$ cat config.mk
export PLATFORM = sky130hd
export DESIGN_NAME = control_sequencer
export DESIGN_NICKNAME = d
export VERILOG_FILES = /design/src/rtl/control_sequencer.sv
export SDC_FILE = /design/constraint.sdc
export NUM_CORES = 1
export LEC_CHECK = 0
export CORE_MARGIN = 2
export CORE_UTILIZATION = 41
export DETAILED_ROUTE_END_ITERATION = 10
export GPL_TIMING_DRIVEN = 0
export PLACE_DENSITY = 0.79
export SLEW_MARGIN = 30
export SYNTH_ARGS = -nofsm -noshare
export SYNTH_HDL_FRONTEND = slang
export SYNTH_SLANG_ARGS = --single-unit
$ cat constraint.sdc
create_clock -name clk -period 3.2 [get_ports clk]
set_clock_uncertainty 0.1 [all_clocks]
set_input_delay 0.8 -clock clk [delete_from_list [all_inputs] [get_ports clk]]
set_output_delay 0.8 -clock clk [all_outputs]
set_load 0.05 [all_outputs]
$ cat src/rtl/control_sequencer.sv
// rtl/control_sequencer.sv - hard-wired fetch/decode/execute control FSM for the datapath
// MEM_WAIT_EN: memory steps stall on mem_ready; undefined means every memory step is one cycle.
module control_sequencer (
  input  logic        clk,
  input  logic        rst_n,
  input  logic [31:0] IR_Data,
  input  logic        mem_ready,
  output logic        PC_enable,
  output logic        PC_increment_enable,
  output logic        IR_enable,
  output logic        Y_enable,
  output logic        Z_enable,
  output logic        MAR_enable,
  output logic        MDR_enable,
  output logic        r_enable,
  output logic        read,
  output logic        write,
  output logic        Gra,
  output logic        Grb,
  output logic        Grc,
  output logic        Rout,
  output logic        BAout,
  output logic        PC_select,
  output logic        Z_LO_select,
  output logic        MDR_select,
  output logic        c_select,
  output logic [4:0]  alu_instruction,
  output logic [3:0]  step,
  output logic        halted,
  output logic        fault
);

  localparam logic [4:0] ALU_ADD = 5'b00001;

  typedef enum logic [3:0] {
    S_T0 = 4'd0, S_T1 = 4'd1, S_T2 = 4'd2, S_T3 = 4'd3,
    S_T4 = 4'd4, S_T5 = 4'd5, S_T6 = 4'd6, S_T7 = 4'd7,
    S_RST = 4'd8, S_HALT = 4'd9, S_FAULT = 4'd10
  } state_t;

  typedef struct packed {
    logic       pc_inc, ir_en, y_en, z_en, mar_en, mdr_en, r_en;
    logic       rd, wr, gra, grb, grc, rout, baout;
    logic       pc_sel, zlo_sel, mdr_sel, c_sel;
    logic [4:0] alu;
    logic [3:0] step;
    logic       halted, fault;
  } ctl_t;

  state_t     state, nxt;
  ctl_t       ctl_q, ctl_d;
  logic [4:0] op;
  logic       is_ld, is_ldi, is_st, is_r, mem_go;
  logic       unused_bits;

  assign op     = IR_Data[31:27];
  assign is_ld  = (op == 5'b00000);
  assign is_ldi = (op == 5'b00001);
  assign is_st  = (op == 5'b00010);
  assign is_r   = (op >= 5'b00011) && (op <= 5'b01100);

`ifdef MEM_WAIT_EN
  assign mem_go      = mem_ready;
  assign unused_bits = &{1'b0, IR_Data[26:0]};
`else
  assign mem_go      = 1'b1;
  assign unused_bits = &{1'b0, IR_Data[26:0], mem_ready};
`endif

  always_comb begin
    nxt = state;
    case (state)
      S_RST:   nxt = S_T0;
      S_T0:    nxt = S_T1;
      S_T1:    nxt = mem_go ? S_T2 : S_T1;
      S_T2: begin
        if (is_ld || is_ldi || is_st || is_r) nxt = S_T3;
        else if (op == 5'b11010)              nxt = S_T0;
        else if (op == 5'b11011)              nxt = S_HALT;
        else                                  nxt = S_FAULT;
      end
      S_T3:    nxt = S_T4;
      S_T4:    nxt = S_T5;
      S_T5:    nxt = (is_ld || is_st) ? S_T6 : S_T0;
      S_T6:    nxt = (is_ld && !mem_go) ? S_T6 : S_T7;
      S_T7:    nxt = (is_st && !mem_go) ? S_T7 : S_T0;
      S_HALT:  nxt = S_HALT;
      S_FAULT: nxt = S_FAULT;
      default: nxt = S_T0;
    endcase
  end

  // Outputs are decoded from the next state so they line up with the step they describe.
  always_comb begin
    ctl_d = '0;
    case (nxt)
      S_T0: begin
        ctl_d.pc_sel = 1'b1;
        ctl_d.mar_en = 1'b1;
      end
      S_T1: begin
        ctl_d.step   = 4'd1;
        ctl_d.pc_inc = (state != S_T1);
        ctl_d.rd     = 1'b1;
        ctl_d.mdr_en = 1'b1;
      end
      S_T2: begin
        ctl_d.step    = 4'd2;
        ctl_d.mdr_sel = 1'b1;
        ctl_d.ir_en   = 1'b1;
      end
      S_T3: begin
        ctl_d.step  = 4'd3;
        ctl_d.grb   = 1'b1;
        ctl_d.y_en  = 1'b1;
        ctl_d.rout  = is_r;
        ctl_d.baout = !is_r;
      end
      S_T4: begin
        ctl_d.step = 4'd4;
        ctl_d.z_en = 1'b1;
        if (is_r) begin
          ctl_d.grc  = 1'b1;
          ctl_d.rout = 1'b1;
          ctl_d.alu  = op - 5'd2;
        end else begin
          ctl_d.c_sel = 1'b1;
          ctl_d.alu   = ALU_ADD;
        end
      end
      S_T5: begin
        ctl_d.step    = 4'd5;
        ctl_d.zlo_sel = 1'b1;
        if (is_ld || is_st) begin
          ctl_d.mar_en = 1'b1;
        end else begin
          ctl_d.gra  = 1'b1;
          ctl_d.r_en = 1'b1;
        end
      end
      S_T6: begin
        ctl_d.step   = 4'd6;
        ctl_d.mdr_en = 1'b1;
        ctl_d.rd     = is_ld;
        ctl_d.gra    = !is_ld;
        ctl_d.rout   = !is_ld;
      end
      S_T7: begin
        ctl_d.step = 4'd7;
        if (is_ld) begin
          ctl_d.mdr_sel = 1'b1;
          ctl_d.gra     = 1'b1;
          ctl_d.r_en    = 1'b1;
        end else begin
          ctl_d.wr = 1'b1;
        end
      end
      S_HALT: begin
        ctl_d.step   = 4'd15;
        ctl_d.halted = 1'b1;
      end
      S_FAULT: begin
        ctl_d.step  = 4'd15;
        ctl_d.fault = 1'b1;
      end
      default: ctl_d = '0;
    endcase
  end

  // S_RST sits in front of T0 so the first edge after release presents T0 controls.
  always_ff @(posedge clk) begin
    if (!rst_n) begin
      state <= S_RST;
      ctl_q <= '0;
    end else begin
      state <= nxt;
      ctl_q <= ctl_d;
    end
  end

  assign PC_enable           = 1'b0;
  assign PC_increment_enable = ctl_q.pc_inc;
  assign IR_enable           = ctl_q.ir_en;
  assign Y_enable            = ctl_q.y_en;
  assign Z_enable            = ctl_q.z_en;
  assign MAR_enable          = ctl_q.mar_en;
  assign MDR_enable          = ctl_q.mdr_en;
  assign r_enable            = ctl_q.r_en;
  assign read                = ctl_q.rd;
  assign write               = ctl_q.wr;
  assign Gra                 = ctl_q.gra;
  assign Grb                 = ctl_q.grb;
  assign Grc                 = ctl_q.grc;
  assign Rout                = ctl_q.rout;
  assign BAout               = ctl_q.baout;
  assign PC_select           = ctl_q.pc_sel;
  assign Z_LO_select         = ctl_q.zlo_sel;
  assign MDR_select          = ctl_q.mdr_sel;
  assign c_select            = ctl_q.c_sel;
  assign alu_instruction     = ctl_q.alu;
  assign step                = ctl_q.step;
  assign halted              = ctl_q.halted;
  assign fault               = ctl_q.fault;

endmodule

### Word-level counts from Yosys, hierarchy flattened

Cells that the tools add are included.

| word-level totals | value |
|---|---|
| flip-flop bits (word level) | 32 |
| input bits | 35 |
| output and inout port bits | 30 |

| operators by class | value |
|---|---|
| add/subtract/negate cells | 1 |
| order comparisons | 2 |
| equality and inequality tests | 22 |
| mux-type cells | 27 |
| reductions and logical operators | 17 |

Operators by type and width:

| cell | number |
|---|---|
| $pmux 4 s9 | 1 |
| $pmux 4 s8 | 1 |
| $eq 4x3->1 const B | 7 |
| $eq 4x2->1 const B | 4 |
| $eq 4x4->1 const B | 4 |
| $mux 1 | 14 |
| $eq 5x5->1 const B | 2 |
| $eq 4x1->1 const B | 2 |
| $logic_not 4->1 | 2 |
| $mux 4 | 2 |
| $pmux 1 s2 | 4 |
| $reduce_and 2->1 | 4 |
| $pmux 1 s3 | 2 |
| $eq 5x1->1 const B | 1 |
| $eq 5x2->1 const B | 1 |
| $ge 5x2->1 const B | 1 |
| $le 5x4->1 const B | 1 |
| $logic_not 5->1 | 1 |
| $sub 5x2->5 const B | 1 |
| $logic_or 1x1->1 | 4 |
| $mux 2 | 2 |
| $ne 4x1->1 const B | 1 |
| $reduce_or 2->1 | 2 |
| $mux 3 | 1 |
| other kinds (3) | 4 |

### Longest topological paths before layout

| depth | value |
|---|---|
| depth after elaboration | 9 |
| mapped depth | 8 |

### Worst setup path before layout

Ideal clock, no wire load.

| timing | value |
|---|---|
| kind | input port to flip-flop |
| start point | input port IR_Data[29] |
| end point | register ctl_q, in the netlist read |
| setup time | 0.129 ns |
| arrival | 2.251 ns |
| path slack | 0.720 ns |
| stages on the path | 8 |
| path through | buf_2 > inv_1 > ha_1 > nor4_1 > o21ai_0 > a221oi_4 > nand3b_1 > o22ai_1 |

| between the ends | value |
|---|---|
| word-level cells in the longest chain between the ends | 8 |
| elaborated cells between the ends (all ways) | 20 |
| those cells by class | order compare (2); eq/ne (6); mux (6); reduce/logical (6) |

RTL lines:

| element | RTL line | text |
|---|---|---|
| start, declared | 6 | `input logic [31:0] IR_Data,` |
| branches (longest 7 deep; another with $ge 5x2->1) | n/a |  |
| $pmux 1 s2 (*) | 96 | `case (nxt)` |
| end signal, assigned | 177 | `ctl_q <= ctl_d;` |
| end, declared | 51 | `ctl_t ctl_q, ctl_d;` |

Mark *: on every way between the ends.
A chain may end at the register's enable or synchronous reset.

### Worst setup path after layout

| timing | value |
|---|---|
| start point | input port IR_Data[29] |
| end point | register ctl_q, in the netlist BAout |

| between the ends | value |
|---|---|
| word-level cells in the longest chain between the ends | 8 |
| elaborated cells between the ends (all ways) | 20 |
| those cells by class | order compare (2); eq/ne (5); mux (5); reduce/logical (8) |

RTL lines:

| element |
|---|
| branches (longest 8 deep; another with $ge 5x2->1) |

Several ways; the timed one is not identified.

==> flow_summary.yaml <==
status:
  status: "complete, no violations"
sta:
  tightest_slew_ns: 0.8577
  rsz0062_at_grt: "false"
  worst_slack_ns: 0.2557
  min_period_ns: 2.944
  setup_tns_ns: 0
  slew_violations: 0
  finalSetupViolations: 0
  slew_headroom_pct: 42.82
  hold_violations: 0
  fin_crit_sh_pct: 92.01
  max_freq_mhz: 339.6
  whs_ns: 0.5595
clock_network:
  numCtsBuffers: 5
  path_clk_slew_ns: 0.09
  htreeDepth: 2
  clk_latency_ns: 0.33
  cts_tree: "done"
  post-cts-setup-buffers: 0
  cts_hold_buf: 0
  cts_resized: 0
  clockRootBuffer: "clkbuf_4"
  cts_buffer_depth: 2
  cts_sinks: 32
route:
  wl_per_cell_um: 12.25
  vias: 1187
  vias_per_cell: 5.008
  drtIter0Drc: 40
  drc: 0
  routed_wl_um: 2903
  ant_nets: 0
  dr.pass1.iters: 4
finish:
  nFillCells: 320
  drive_gt1_share_pct: 13.09
  area_delta_synth_final_pct: 30.55
  largest_reg_flops: 5
  seq_area_sq_um: 640.6
  nNetsFinal: 228
  final_area_sq_mm: 0.001856
  multi_input_area_sq_um: 668.1
  diodes: 0
  postLayoutCoreUtil_pct: 55.61
  finalNonFillerCells: 237
logic_synthesis:
  synth.most_common_cell: "dfxtp_1"
  synth-edff-count: 0
  yosysWarningCount: 0
  syn_area_sq_mm: 0.001421
  netlist_instances: 151
  avgSynthCellArea_sq_um: 9.413
  syn_nets: 188
  ys_seq_area_share_pct: 45.07
  synth-seq-cells: 32
  ys_types: 51
  ys.flop_type: "dfxtp_1"
  async_reset_ff_share_pct: 0
  synth_area_leaders: "dfxtp_1, nor2_1, inv_1"
  synth_top_cell_area_share_pct: 45.07
  synth_top_cell_by_area: "dfxtp_1"
  synth_common_cells: "dfxtp_1, nor2_1, inv_1, nand2_1, o21ai_0"
critical_path:
  timing.rr.end: "BAout$_SDFF_PN0_"
  crit_type: "input port to flop"
  cp.arrival_ns: 3.02
  crit_slowest_cell: "a221oi_4"
  ff2ff_setup_slack_ns: 1.15
  critPathMaxFanout: 10
  crit_chain: "clkdlybuf4s50_1 > buf_2 > inv_1 > ha_1 > nor4_1 > o21ai_0 > a221oi_4 > nand3b_1 > nor3b_1"
  r2r_cells: 6
  critPathLaunchType: "input port"
  reg2reg_from: "state[0]$_SDFF_PN0_"
  critPathMaxStageDelay_ns: 0.53
  cp-end-kind: "flop"
  cp.required_ns: 3.27
min_path:
  whs_endpoint: "Rout$_SDFF_PN0_"
  worstHoldPathType: "flop to flop"
  hold_start: "state[1]$_SDFF_PN0_"
  worstHoldPathCells: 3
pwr:
  irDropWorstVdd_uv: 257.2
  p_leak_nw: 0.7357
  total_power_mw: 1.026
  p_per_area_mw_per_mm2: 553.1
place:
  place.detailed.hpwl_um: 2181
  portBuffers: 33
  placed_area_sq_mm: 0.001809
  dp_cells: 230
  post-place-ws_ns: -0.07955
  place_congestion: 0.8454
die:
  fp.dieH_um: 62.88
  die-area_sq_mm: 0.003954
  io_pins: 65
  core_sq_mm: 0.003337
  dieWidth_um: 62.88
  rows: 21
  initial_utilization_pct: 42.59
grt:
  grt_pass1_vias: 1097
  grt_pass1_wl_um: 5064
  antenna_found_initial: 0
  track_usage_pct: 16.32
  grt_overflow: 0
  grt_start_max_net_pins: 11
job:
  cap_viol_max_count: 0
[placed cells by master (no fill, tap or decap), drive strengths merged, types with 3 or more instances in the layout]
cell / count
clkdlybuf4s50: 33
dfxtp: 32
nor2: 17
inv: 10
clkbuf: 10
buf: 8
o21ai: 6
nand2: 6
a21oi: 6
nor2b: 5
nor3: 5
o21a: 4
nand2b: 4
a311o: 3
nand3: 3
nand3b: 3
and3: 3
[layer usage]
| metal | vias to the layer above | track usage [%] | wire, um |
|---|---|---|---|
| li1 | 603 | - | - |
| met1 | 539 | 20.02 | 1349 |
| met2 | 38 | 26.86 | 1318 |
| met3 | 7 | 4.505 | 175 |
| met4 | 0 | 6.667 | 59 |
| met5 | - | 0 | 0 |
[layout make-up]
class,count,share of cell area (%)
tap,46,3.102
sequential,32,34.52
timing repair buffer,33,17.80
clock buffer,6,2.225
buffer,12,4.046
clock inverter,1,0.2697
inverter,10,2.023
multi-input combinational,97,36.01
[power by group]
| part | internal [mW] | total, mW | leakage (nW) | switching (mW) |
|---|---|---|---|---|
| logic | 0.134 | 0.375 | 0.447 | 0.241 |
| registers | 0.435 | 0.445 | 0.260 | 0.00994 |
| clock network | 0.0807 | 0.206 | 0.0281 | 0.125 |
| total | 0.650 | 1.03 | 0.736 | 0.376 |
[how the worst max path moves through the flow]
stage / end / startpoint / slack, ns
after floorplan: read$_SDFF_PN0_ / IR_Data[29] / 0.72
after global placement: MDR_enable$_SDFF_PN0_ / IR_Data[29] / -0.05
after detailed placement: read$_SDFF_PN0_ / IR_Data[29] / -0.08
after CTS: BAout$_SDFF_PN0_ / IR_Data[29] / 0.26
after global routing: alu_instruction[2]$_SDFF_PN0_ / IR_Data[29] / 0.01
final: BAout$_SDFF_PN0_ / IR_Data[29] / 0.26
[critical path: cells and delay by family]
family,cells,cell delay (ns)
fa+ha+maj,1,0.25
buf+inv,3,0.76
compound gates,2,0.71
simple gates,3,0.49
[cell families after synthesis]
family          count (synthesis)  share of synthesized area, %
simple gates                   58                         24.56
compound gates                 34                         19.19
flops                          32                         45.07
buf+inv                        22                         7.921
xor+xnor                        2                         1.233
fa+ha+maj                       2                         1.760
other cells                     1                        0.2638
Note: power is estimated with default switching activity, not from simulation.
